--- config.mk ---
export PLATFORM = sky130hd
export DESIGN_NAME = u74hc165
export DESIGN_NICKNAME = d
export VERILOG_FILES = /design/src/rtl/u74hc165.sv
export SDC_FILE = /design/constraint.sdc
export NUM_CORES = 1
export LEC_CHECK = 0
export CAP_MARGIN = 10
export CORE_AREA = 4 4 41 43
export CTS_BUF_LIST = sky130_fd_sc_hd__clkbuf_2
export CTS_CLUSTER_SIZE = 8
export DETAILED_ROUTE_END_ITERATION = 16
export DIE_AREA = 0 0 45 47
export DONT_BUFFER_PORTS = 1
export MAX_ROUTING_LAYER = met4
export SETUP_SLACK_MARGIN = 0.2
export SLEW_MARGIN = 20
export SYNTH_ARGS = -nofsm -noshare
export SYNTH_HDL_FRONTEND = slang
export SYNTH_SLANG_ARGS = --single-unit
--- constraint.sdc ---
create_clock -name clk -period 0.9 [get_ports clk]
set_input_delay 0.09 -clock clk [delete_from_list [all_inputs] [get_ports clk]]
set_output_delay 0.09 -clock clk [all_outputs]
set_load 0.005 [all_outputs]
--- src/rtl/u74hc165.sv ---
// 74HC165 8-bit parallel-in/serial-out shift register, board-level model.
// The device clock pin is sampled as data and edge-detected on the simulation clock.
module u74hc165 #(
    parameter logic [7:0] ic = 8'h00
) (
    input  logic clk,
    input  logic rst,
    input  logic sh_ld,
    input  logic cp,
    input  logic e,
    input  logic f,
    input  logic g,
    input  logic h,
    output logic qh_n,
    input  logic gnd,
    output logic qh,
    input  logic ser,
    input  logic a,
    input  logic b,
    input  logic c,
    input  logic d,
    input  logic clk_inh,
    input  logic vcc
);

    logic [7:0] sr_reg;
    logic [7:0] sr_next;
    logic [7:0] shifted;
    logic [7:0] par;
    logic       gclk;
    logic       gclk_reg;
    logic       rise;
    logic       unused_supply;

    // Supplies are present only to keep the pin order; they carry no function.
    assign unused_supply = gnd ^ vcc;

    assign par  = {h, g, f, e, d, c, b, a};
    assign gclk = cp | clk_inh;
    assign rise = gclk & ~gclk_reg;

    assign shifted[0] = ser;
    generate
        for (genvar gi = 1; gi < 8; gi++) begin : g_shift
            assign shifted[gi] = sr_reg[gi-1];
        end
    endgenerate

    // Load is level-sensitive and swallows any clock edge seen while it is low.
    always_comb begin
        sr_next = sr_reg;
        if (!sh_ld) begin
            sr_next = par;
        end else if (rise) begin
            sr_next = shifted;
        end
    end

    always_ff @(posedge clk) begin
        gclk_reg <= gclk;
        if (!rst) begin
            sr_reg <= ic;
        end else begin
            sr_reg <= sr_next;
        end
    end

    assign qh   = sr_reg[7];
    assign qh_n = ~sr_reg[7];

endmodule
After elaboration in Yosys (flattened, before gate mapping)
Cells that the tools add are included.
{"block": "totals", "regBits": 9, "out_inout_bits": 2}
{"block": "op_classes", "eq_ne": 1, "mux": 2, "bitwise_logic": 4}
{"cell": "$mux 8", "n": 2}
{"cell": "$ne 2x1->1 const B", "n": 1}
{"cell": "$not 1->1", "n": 2}
{"cell": "$and 1x1->1", "n": 1}
{"cell": "$or 1x1->1", "n": 1}

Logic depth before layout (Yosys ltp)
{"block": "depth", "word_depth": 4, "depth_mapped": 4, "depth_no_buf": 3}

Worst setup path before layout
Ideal clock, no wire load.
{"block": "synth_path", "path_type": "register to register", "startpoint": "register gclk_reg", "endpoint": "register sr_reg[1]", "setup_ns": 0.074, "t_arrival_ns": 0.778, "path_slack_ns": 0.048, "stages_incl_launch_ff": 5, "path_buffers": 1, "path_cell_list": "dfxtp_1 o21ba_1 buf_4 nand2_1 a31oi_1"}
{"block": "synth_via", "elab_chain_cells": 3}
{"item": "start: declaration", "line_no": "31", "text": "logic gclk_reg;"}
{"item": "start signal: assignment", "line_no": "60", "text": "gclk_reg <= gclk;"}
{"item": "$not 1->1", "line_no": "40", "text": "assign rise = gclk & ~gclk_reg;"}
{"item": "$and 1x1->1", "line_no": "40"}
{"item": "$ne 2x1->1 (no line)"}
{"item": "end signal: assignment", "line_no": "62", "text": "sr_reg <= ic;"}
{"item": "end signal: assignment", "line_no": "64", "text": "sr_reg <= sr_next;"}
{"item": "end: declaration", "line_no": "26", "text": "logic [7:0] sr_reg;"}
No other way between the ends.
A chain may end at the register's enable or synchronous reset.

Worst setup path after layout
{"block": "layout_path", "startpoint": "register gclk_reg", "endpoint": "register sr_reg[6]"}
The elaborated chain is that of the path after synthesis.

==> run_results.csv <==
group,metric,value,unit
outcome,status,"finished clean",
yosys,netlist_instances,47,
sta,holdWs,0.0496,ns
yosys,netlist_top_cells_area,"sky130_fd_sc_hd__dfxtp_1 (48%), sky130_fd_sc_hd__nand2_1 (16%), sky130_fd_sc_hd__a31oi_1 (13%)",
finish,num-fill-cells,149,
drt,drt_first_iter_violations,4,
pwr,total_power,0.802,mW
global_route,grt_pass1_vias,370,
sta,timing.final.ws_setup,0.0381,ns
sta,tightestPinTransition,0.305,ns
pwr,vdd.ir_drop.worst,611,uV
place,hpwl_detailed,553,um
sta,layout_worst_path_cycle_share,0.958,
clock_network,clock-sinks,9,
finish,final_cell_mix,"sky130_fd_sc_hd__nand2_1 (16), sky130_fd_sc_hd__a31oi_1 (8), sky130_fd_sc_hd__o21ai_0 (7), sky130_fd_sc_hd__dlygate4sd3_1 (7), sky130_fd_sc_hd__dfxtp_1 (7)",
yosys,synth.avg_cell_area,7.96,sq um
global_route,grt_pass1_wl,1.66,mm
place,finalWeightedCongestion,0.717,
place,placed_cells,60,
finish,end_of_flow_core_utilization,0.374,
clock_network,postCtsSetupRepairBufs,0,
pwr,pwr-share-clk,0.325,
place,place_ws,-0.103,ns
die,die_height,47,um
sta,finalSetupViolCount,0,
drt,detail_route.wl_per_cell,13.3,um
sta,slew_headroom,0.796,
yosys,synthesized_cell_area,374,sq um
die,design.portCount,18,
drt,drcViolationCount,0,
die,design.core.area,0.00130,sq mm
sta,setup_repair_after_global_routing_missed_its_margin,"yes",
drt,route.final.wire_length,947,um
finish,layout.area.seq,183,sq um
pwr,leakagePower,0.171,nW
hold_path,hp-class,"primary input to flop",
finish,count_of_inserted_antenna_diode_cells,0,
clock_network,insertion_delay_to_the_later_sink_of_the_worst_skew_pair,0.25,ns
pwr,combPwrFrac,0.121,
finish,multi_input_comb_area,191,sq um
critical_path,critical_path.startpoint_type,"flop",
critical_path,critical_path_peak_fanout,8,
global_route,number_of_antenna_violations_at_the_first_check_in_global_routing,0,
finish,layout.cells.most_common,"sky130_fd_sc_hd__nand2_1",
finish,finish.net_count,73,
pwr,power_per_cell_area,1650,mW/mm^2
finish,fin_cells,71,
yosys,yosysSeqAreaShare,0.482,
finish,final_layout_size_suffix_gt1_frac,0.161,
yosys,synth.net_count,63,
critical_path,critical_path.cell_chain,"o21ba_4 -> nand2_1 -> a31oi_1",
critical_path,cp_top_family,"compound AO/OA/AOI/OAI gates",
sta,aggregate_negative_setup_slack,0,ns
sta,clock_skew,0.00293,ns
critical_path,worstPathArrival,1.04,ns
die,initial_core_util,0.288,
die,die_area,0.00212,sq mm
critical_path,endpoint_kind,"flop",
pwr,internal-power,0.600,mW
die,die-width,45,um
critical_path,critPathSlowestCell,"sky130_fd_sc_hd__dfxtp_2",
die,fp-row-count,13,
pwr,relative_contribution_of_sequential_cells_to_total_power,0.555,
clock_network,ctsRootBufferMaster,"sky130_fd_sc_hd__clkbuf_2",
drt,route.antenna.remaining_nets,0,
place,port_buffers,0,
critical_path,worst_path_largest_cell_delay,0.33,ns
sta,max_slew_violation_total_from_the_final_report,0,
yosys,synthDominantCellAreaShare,0.482,
global_route,global_route.usage.total,0.118,
global_route,grt_overflow,0,
yosys,post_synth_num_cell_types,11,
critical_path,timing.critical_path.buf_inv,0,
critical_path,critPathKind,"flop to flop",
drt,vias,355,
place,postPlaceCellArea,380,sq um
yosys,yosysTopAreaCell,"sky130_fd_sc_hd__dfxtp_1",
sta,final_hold_viol_count,0,
pwr,swShare,0.252,
global_route,grt_start_max_net_pins,10,
finish,area_delta_synth_final,30.1,%
clock_network,clock_tree.buffer_depth,2,
clock_network,tritoncts_buffers,3,
clock_network,ctsHtreeMaxLevel,1,
sta,layout_min_cycle_time,0.862,ns
clock_network,tritoncts,"done",
pwr,p_sw,0.202,mW
sta,fmax,1.16,GHz
finish,largest_register_ff_count,8,
yosys,ys.warnings.count,0,
job,cap_viol_max_count,0,
finish,final_design_area_no_fill,487,sq um
critical_path,critical_path_required,1.07,ns
clock_network,clk_pin_slew,0.09,ns
drt,route.detailed.vias_per_inst,5.00,
yosys,postSynthRegisterBits,9,
drt,drt-pass1-iter-count,5,
layer usage:
layer | vias to the layer above | global-route usage | routed length (um) | part of all wire
met5 | - | - | 0 | 0
met3 | 0 | 0.0651 | 60 | 0.063
li1 | 181 | - | - | -
met2 | 14 | 0.175 | 463 | 0.49
met4 | 0 | 0.0526 | 0 | 0
met1 | 160 | 0.129 | 423 | 0.45
power by group through the flow:
stage / sequential, mW / clock (mW) / combinational (mW)
floorplan: 0.447 / 0 / 0.0602
global placement: 0.451 / 0 / 0.0572
detailed placement: 0.452 / 0 / 0.0578
CTS: 0.445 / 0.271 / 0.0968
global route: 0.448 / 0.292 / 0.110
finish: 0.445 / 0.260 / 0.0969
synth_stat cells:
cell type / number
sky130_fd_sc_hd__a31oi_1: 8
sky130_fd_sc_hd__buf_2: 1
sky130_fd_sc_hd__buf_4: 1
sky130_fd_sc_hd__dfxtp_1: 9
sky130_fd_sc_hd__inv_1: 1
sky130_fd_sc_hd__nand2_1: 16
sky130_fd_sc_hd__o21ai_0: 7
sky130_fd_sc_hd__o21ai_1: 1
sky130_fd_sc_hd__o21ba_1: 1
sky130_fd_sc_hd__o21bai_2: 1
sky130_fd_sc_hd__or2_1: 1
area by class of cell:
class	instances	area share
multi-input combinational	35	0.393
inverter	1	0.00771
tap	15	0.0386
clock buffer	4	0.0411
sequential	9	0.375
timing repair buffer	7	0.144
worst paths after layout:
kind,from,end,slack [ns],cells after the start
max,gclk_reg,sr_reg[6],0.04,3
max reg2reg,gclk_reg,sr_reg[6],0.04,3
min,e,sr_reg[4],0.05,2
min reg2reg,sr_reg[1],sr_reg[1],0.48,2
cell families after synthesis:
| logic type | count (synthesis) | synth area share |
|---|---|---|
| AO/OA/AOI/OAI | 18 | 0.298 |
| AND/OR/NAND/NOR | 17 | 0.177 |
| flip-flops | 9 | 0.482 |
| buffers and inverters | 3 | 0.0435 |
repair_timing:
action                                 4_1_cts  5_1_grt
endpoints found under the hold margin        9        0
hold buffers                                 7        0
pin swaps                                    8        0
setup endpoints to repair                   10       10
gates resized for setup                      6        0
Power figures use the tool's default switching activity.
==> RTL edit 1: new RTL, same settings <==
Register the input `ser` before use. The logic sees it one clock later. The other inputs are not delayed to match.
--- a/src/rtl/u74hc165.sv
+++ b/src/rtl/u74hc165.sv
@@ -24,4 +24,10 @@
 );
 
+    logic ser_q;
+
+    always_ff @(posedge clk) begin
+        ser_q <= ser;
+    end
+
     logic [7:0] sr_reg;
     logic [7:0] sr_next;
@@ -40,5 +46,5 @@
     assign rise = gclk & ~gclk_reg;
 
-    assign shifted[0] = ser;
+    assign shifted[0] = ser_q;
     generate
         for (genvar gi = 1; gi < 8; gi++) begin : g_shift
Function: no difference found for any inputs over 10 cycles, from zero or initial values and one cycle with rst low; that may be too few to reach the edited logic, so the function may still have changed.
==> RTL edit 1 against the original RTL <==
  * The run now ends with hold timing left
  * Core utilization rose by 2.1 points
  * Fmax shrank 2.7%
  * Sequential share of layout area up 2.4 points
  * Setup slack got worse by 24 ps
  * First-iteration DRC count increased to 2.8 times the old value
  * Routed wire length fell by 1.6%
  * Power is 3.7% higher
  * Cell area up 5.7%
  * Synthesized area increased by 5.4%
  * Sequential cell count is 1 higher
  * Largest power group unchanged
  * Highest routed layer unchanged
==> RTL edit 1: results (changes against the original RTL) <==
stage	metric	value	unit	change
global_route	first-pass GRT wire length	1.47	mm	-11%
place	routability cong.	0.640		-11%
route	DR pass1 iterations	4		-1
global_route	Total GRT Usage	10.4	%	-1.4 points
yosys	library cells used by synthesis	11		unchanged
power	Lkg Pwr	0.183	nW	+7.1%
final_layout	post-layout net count	74		+1.4%
clocking	Clk pin slew, worst setup/hold paths	90	ps	about the same
setup_path	Arr. time, crit path	1060	ps	+20 ps
place	hpwl dp	591	um	+6.9%
clocking	Post-CTS Hold Buffers	5		-2
yosys	Gate Count Post-Synth	48		+2.1%
place	port bufs	0		unchanged
final_layout	layout cell share with drive strength beyond 1	28.6	%	+12 points
place	dpl cells	63		+5.0%
outcome	violated checks	hold timing		
place	worst slack, placed	-16.9	ps	+85.6 ps
clocking	clock buffer depth	2		unchanged
final_layout	sequential cell area	205	um^2	+12%
timing	relative slew slack	78.0	%	-1.6 points
timing	Layout Skew	2.56	ps	-0.370 ps
yosys	post-synthesis sequential area ratio	50.8	%	+2.6 points
yosys	synth top area cells	dfxtp_1 51%, nand2_1 15%, a31oi_1 13%		
timing	final hold slack	-52.5	ps	-102 ps
setup_path	Largest stage delay, worst path	330	ps	about the same
route	drt via density	5.18		+3.7%
min_path	Hold Path Class	primary input to flop		
place	Area after DPL	415	um^2	+9.2%
global_route	vias in the first global route	369		-0.27%
clocking	Clk Latency, worst-skew pair	240	ps	
yosys	top cells by count, synth	16 x nand2_1, 10 x dfxtp_1, 8 x a31oi_1, 7 x o21ai_0		
yosys	xor and xnor area share after synthesis	0	%	unchanged
outcome	status	complete, but fails checks		
yosys	Compound-Gate Fraction of Synth Area	28.3	%	-1.5 points
setup_path	CP delay by family, top	flip-flops		
setup_path	CP max FO	4		-4
route	DRT iter0 DRCs	11		+7
yosys	dominant synthesized flop cell	dfxtp_1		
global_route	initial antenna violation count	0		unchanged
final_layout	fillers	132		-11%
yosys	largest family of logic cells by synthesized area	compound AO/OA/AOI/OAI gates		
route	overall routed net length	932	um	-1.6%
power	Peak VDD IR	0.000717	V	+17%
timing	Hold Vio Cnt, Final	1		+1
yosys	syn_nets	64		+1.6%
RTL edit 1: changes by cell type after synthesis:
cell	unedited run	this run
dfxtp_1	9	10
RTL edit 1: repair_timing:
action	in CTS	in global routing
setup endpoints to repair	10	10
gates cloned	0	0
resized for setup	12	1
endpoints found under the hold margin	10	1
pin swaps	8	0
RTL edit 1: cells by family after synthesis:
kind of cell | Yosys count
buf+inv | 3
simple gates | 17
flops | 10
compound gates | 18
RTL edit 1: worst paths after layout:
kind,startpoint,cells past startpoint,to,slack (ps)
setup / recovery,gclk_reg$_DFF_P_,4,sr_reg[7]$_SDFFE_PN0P_,10
hold / removal,clk_inh,1,gclk_reg$_DFF_P_,-50
setup reg to reg,gclk_reg$_DFF_P_,4,sr_reg[7]$_SDFFE_PN0P_,10
hold reg to reg,ser_q$_DFF_P_,2,sr_reg[0]$_SDFFE_PN0P_,460
RTL edit 1: layout make-up:
type                       instances  area share, %
clock buffer                       3           2.92
inverter                           1          0.730
multi-input combinational         35           38.7
sequential                        10           39.9
tap                               15           3.65
timing repair buffer               7           14.1
RTL edit 1: power by group:
part	total (mW)	switching (mW)	internal, mW
clock network	0.236	0.145	0.0909
logic	0.102	0.0470	0.0548
registers	0.494	0.0201	0.474
total	0.831	0.212	0.619
RTL edit 1: routing by layer:
| metal | vias up | GRT usage [%] | share of wire, % |
|---|---|---|---|
| li1 | 184 | - | - |
| met1 | 169 | 11.6 | 45 |
| met2 | 15 | 15.5 | 48 |
| met3 | 0 | 3.83 | 7.5 |
| met4 | 0 | 7.02 | 0 |
| met5 | - | - | 0 |
==> RTL edit 2: new RTL, config.mk and constraints unchanged <==
Without the edit above. Put a register stage on the outputs `qh_n` and `qh`, without a reset. The values now appear one clock later.
--- a/src/rtl/u74hc165.sv
+++ b/src/rtl/u74hc165.sv
@@ -66,6 +66,8 @@
     end
 
-    assign qh   = sr_reg[7];
-    assign qh_n = ~sr_reg[7];
+    always_ff @(posedge clk) begin
+        qh_n <= ~sr_reg[7];
+        qh   <= sr_reg[7];
+    end
 
 endmodule
Behaviour: not the same (a bounded check fails within 4 cycles, from zero or initial values and one cycle with rst low).
==> RTL edit 2 against the original RTL <==
  * Power is 15% higher
  * Core utilization up 4.2 points
  * Sequential cell count rose by 2
  * Synthesized area grew 11%
  * Sequential share of layout area up 3.8 points
  * Setup slack lost 25 ps
  * First-iteration DRC count decreased by 25%
  * Non-clock buffer count grew 2
  * Routed wire length grew 1.1%
  * Cell area rose by 11%
  * Critical path type unchanged
  * Largest power group unchanged
==> RTL edit 2: results (changes against the original RTL) <==
stage	metric	value	unit	change
power	Comb pwr share	11.1	%	-1.0 points
power	NetSw	225	uW	+12%
setup_path	Largest stage delay, worst path	330	ps	about the same
min_path	hold path startpoint	h		
route	routed length per instance	12.8	um	-4.3%
place	worst slack, placed	-19.2	ps	+83.3 ps
clocking	Num CTS Buffers	3		unchanged
die	Starting Density	31.8	%	+3.1 points
yosys	post-synthesis sequential area ratio	53.2	%	+5.0 points
route	DRT iter0 DRCs	3		-1
clocking	htree depth	1		unchanged
setup_path	Arr. time, crit path	1070	ps	+30 ps
yosys	Gate Count Post-Synth	49		+4.3%
setup_path	CP max FO	4		-4
place	Area after DPL	435	um^2	+14%
yosys	dominant synthesized flop cell	dfxtp_1		
power	Lkg Pwr	0.200	nW	+17%
final_layout	post-layout net count	77		+5.5%
clocking	Root Driver	clkbuf_2		
route	drt via density	5.09		+1.9%
global_route	Total GRT Usage	10.1	%	-1.7 points
power	Peak VDD IR	0.000986	V	+61%
final_layout	n_diodes	0		unchanged
timing	Layout Skew	0.514	ps	-2.41 ps
yosys	synth top area cells	dfxtp_1 53%, nand2_1 15%, a31oi_1 12%		
place	dpl cells	64		+6.7%
yosys	syn_nets	65		+3.2%
yosys	top cells by count, synth	16 x nand2_1, 11 x dfxtp_1, 8 x a31oi_1, 7 x o21ai_0		
global_route	vias in the first global route	339		-8.4%
timing	Worst-Margin Slew	356	ps	+51.0 ps
global_route	first-pass GRT wire length	1.44	mm	-13%
clocking	Setup Buffers After CTS	0		unchanged
place	routability cong.	0.635		-11%
final_layout	layout cell share with drive strength beyond 1	20.0	%	+3.9 points
outcome	status	complete, no violations		
route	DR pass1 iterations	4		-1
clocking	clock buffer depth	2		unchanged
route	overall routed net length	957	um	+1.1%
global_route	initial antenna violation count	0		unchanged
power	Clk pwr share	30.3	%	-2.2 points
power	switching fraction of total power	24.4	%	-0.79 points
place	hpwl dp	596	um	+7.8%
## RTL edit 2: cell types whose count changed after synthesis, sizes merged
cell | before | now
dfxtp | 9 | 11
## RTL edit 2: worst paths after layout
| path | to | slack [ps] | depth (start not counted) |
|---|---|---|---|
| setup reg to reg | sr_reg[6]$_SDFFE_PN0P_ | 10 | 4 |
| hold reg to reg | qh$_DFF_P_ | 370 | 0 |
| hold / removal | sr_reg[7]$_SDFFE_PN0P_ | 40 | 2 |
| setup / recovery | sr_reg[6]$_SDFFE_PN0P_ | 10 | 4 |
## RTL edit 2: area by class of cell
type	count	area [um^2]
Clock buffer	4	20.0
Fill cell	148	759
Sequential cell	11	224
Multi-Input combinational cell	35	186
Timing Repair Buffer	9	88.8
Inverter	1	3.75
Tap cell	15	18.8
## RTL edit 2: cell families (layout without fill, tap and decap cells)
kind of cell | Yosys count | after routing | share of synthesized area [%]
AO/OA/AOI/OAI | 18 | 18 | 26.9
AND/OR/NAND/NOR | 17 | 17 | 16.0
flip-flops | 11 | 11 | 53.2
buffers and inverters | 3 | 14 | 3.93
## RTL edit 2: per-layer routing
metal | track usage, % | vias up | part of all wire (%)
met5 | - | - | 0
met4 | 3.51 | 0 | 0.63
met3 | 6.51 | 2 | 8.3
met2 | 14.7 | 12 | 43
met1 | 11.1 | 173 | 48
li1 | - | 195 | -
## RTL edit 2: timing repair
item / CTS / global route
hold buffers: 5 / 2
gates resized for setup: 5 / 1
setup endpoints to repair: 10 / 10
endpoints found under the hold margin: 9 / 1
pin swaps: 7 / 1
## RTL edit 2: worst register-to-register path: stages, from the launching register on
cell     delay, ps
dfxtp_2        330
o21ba_4        210
buf_6          100
nand2_1         40
a31oi_1        130
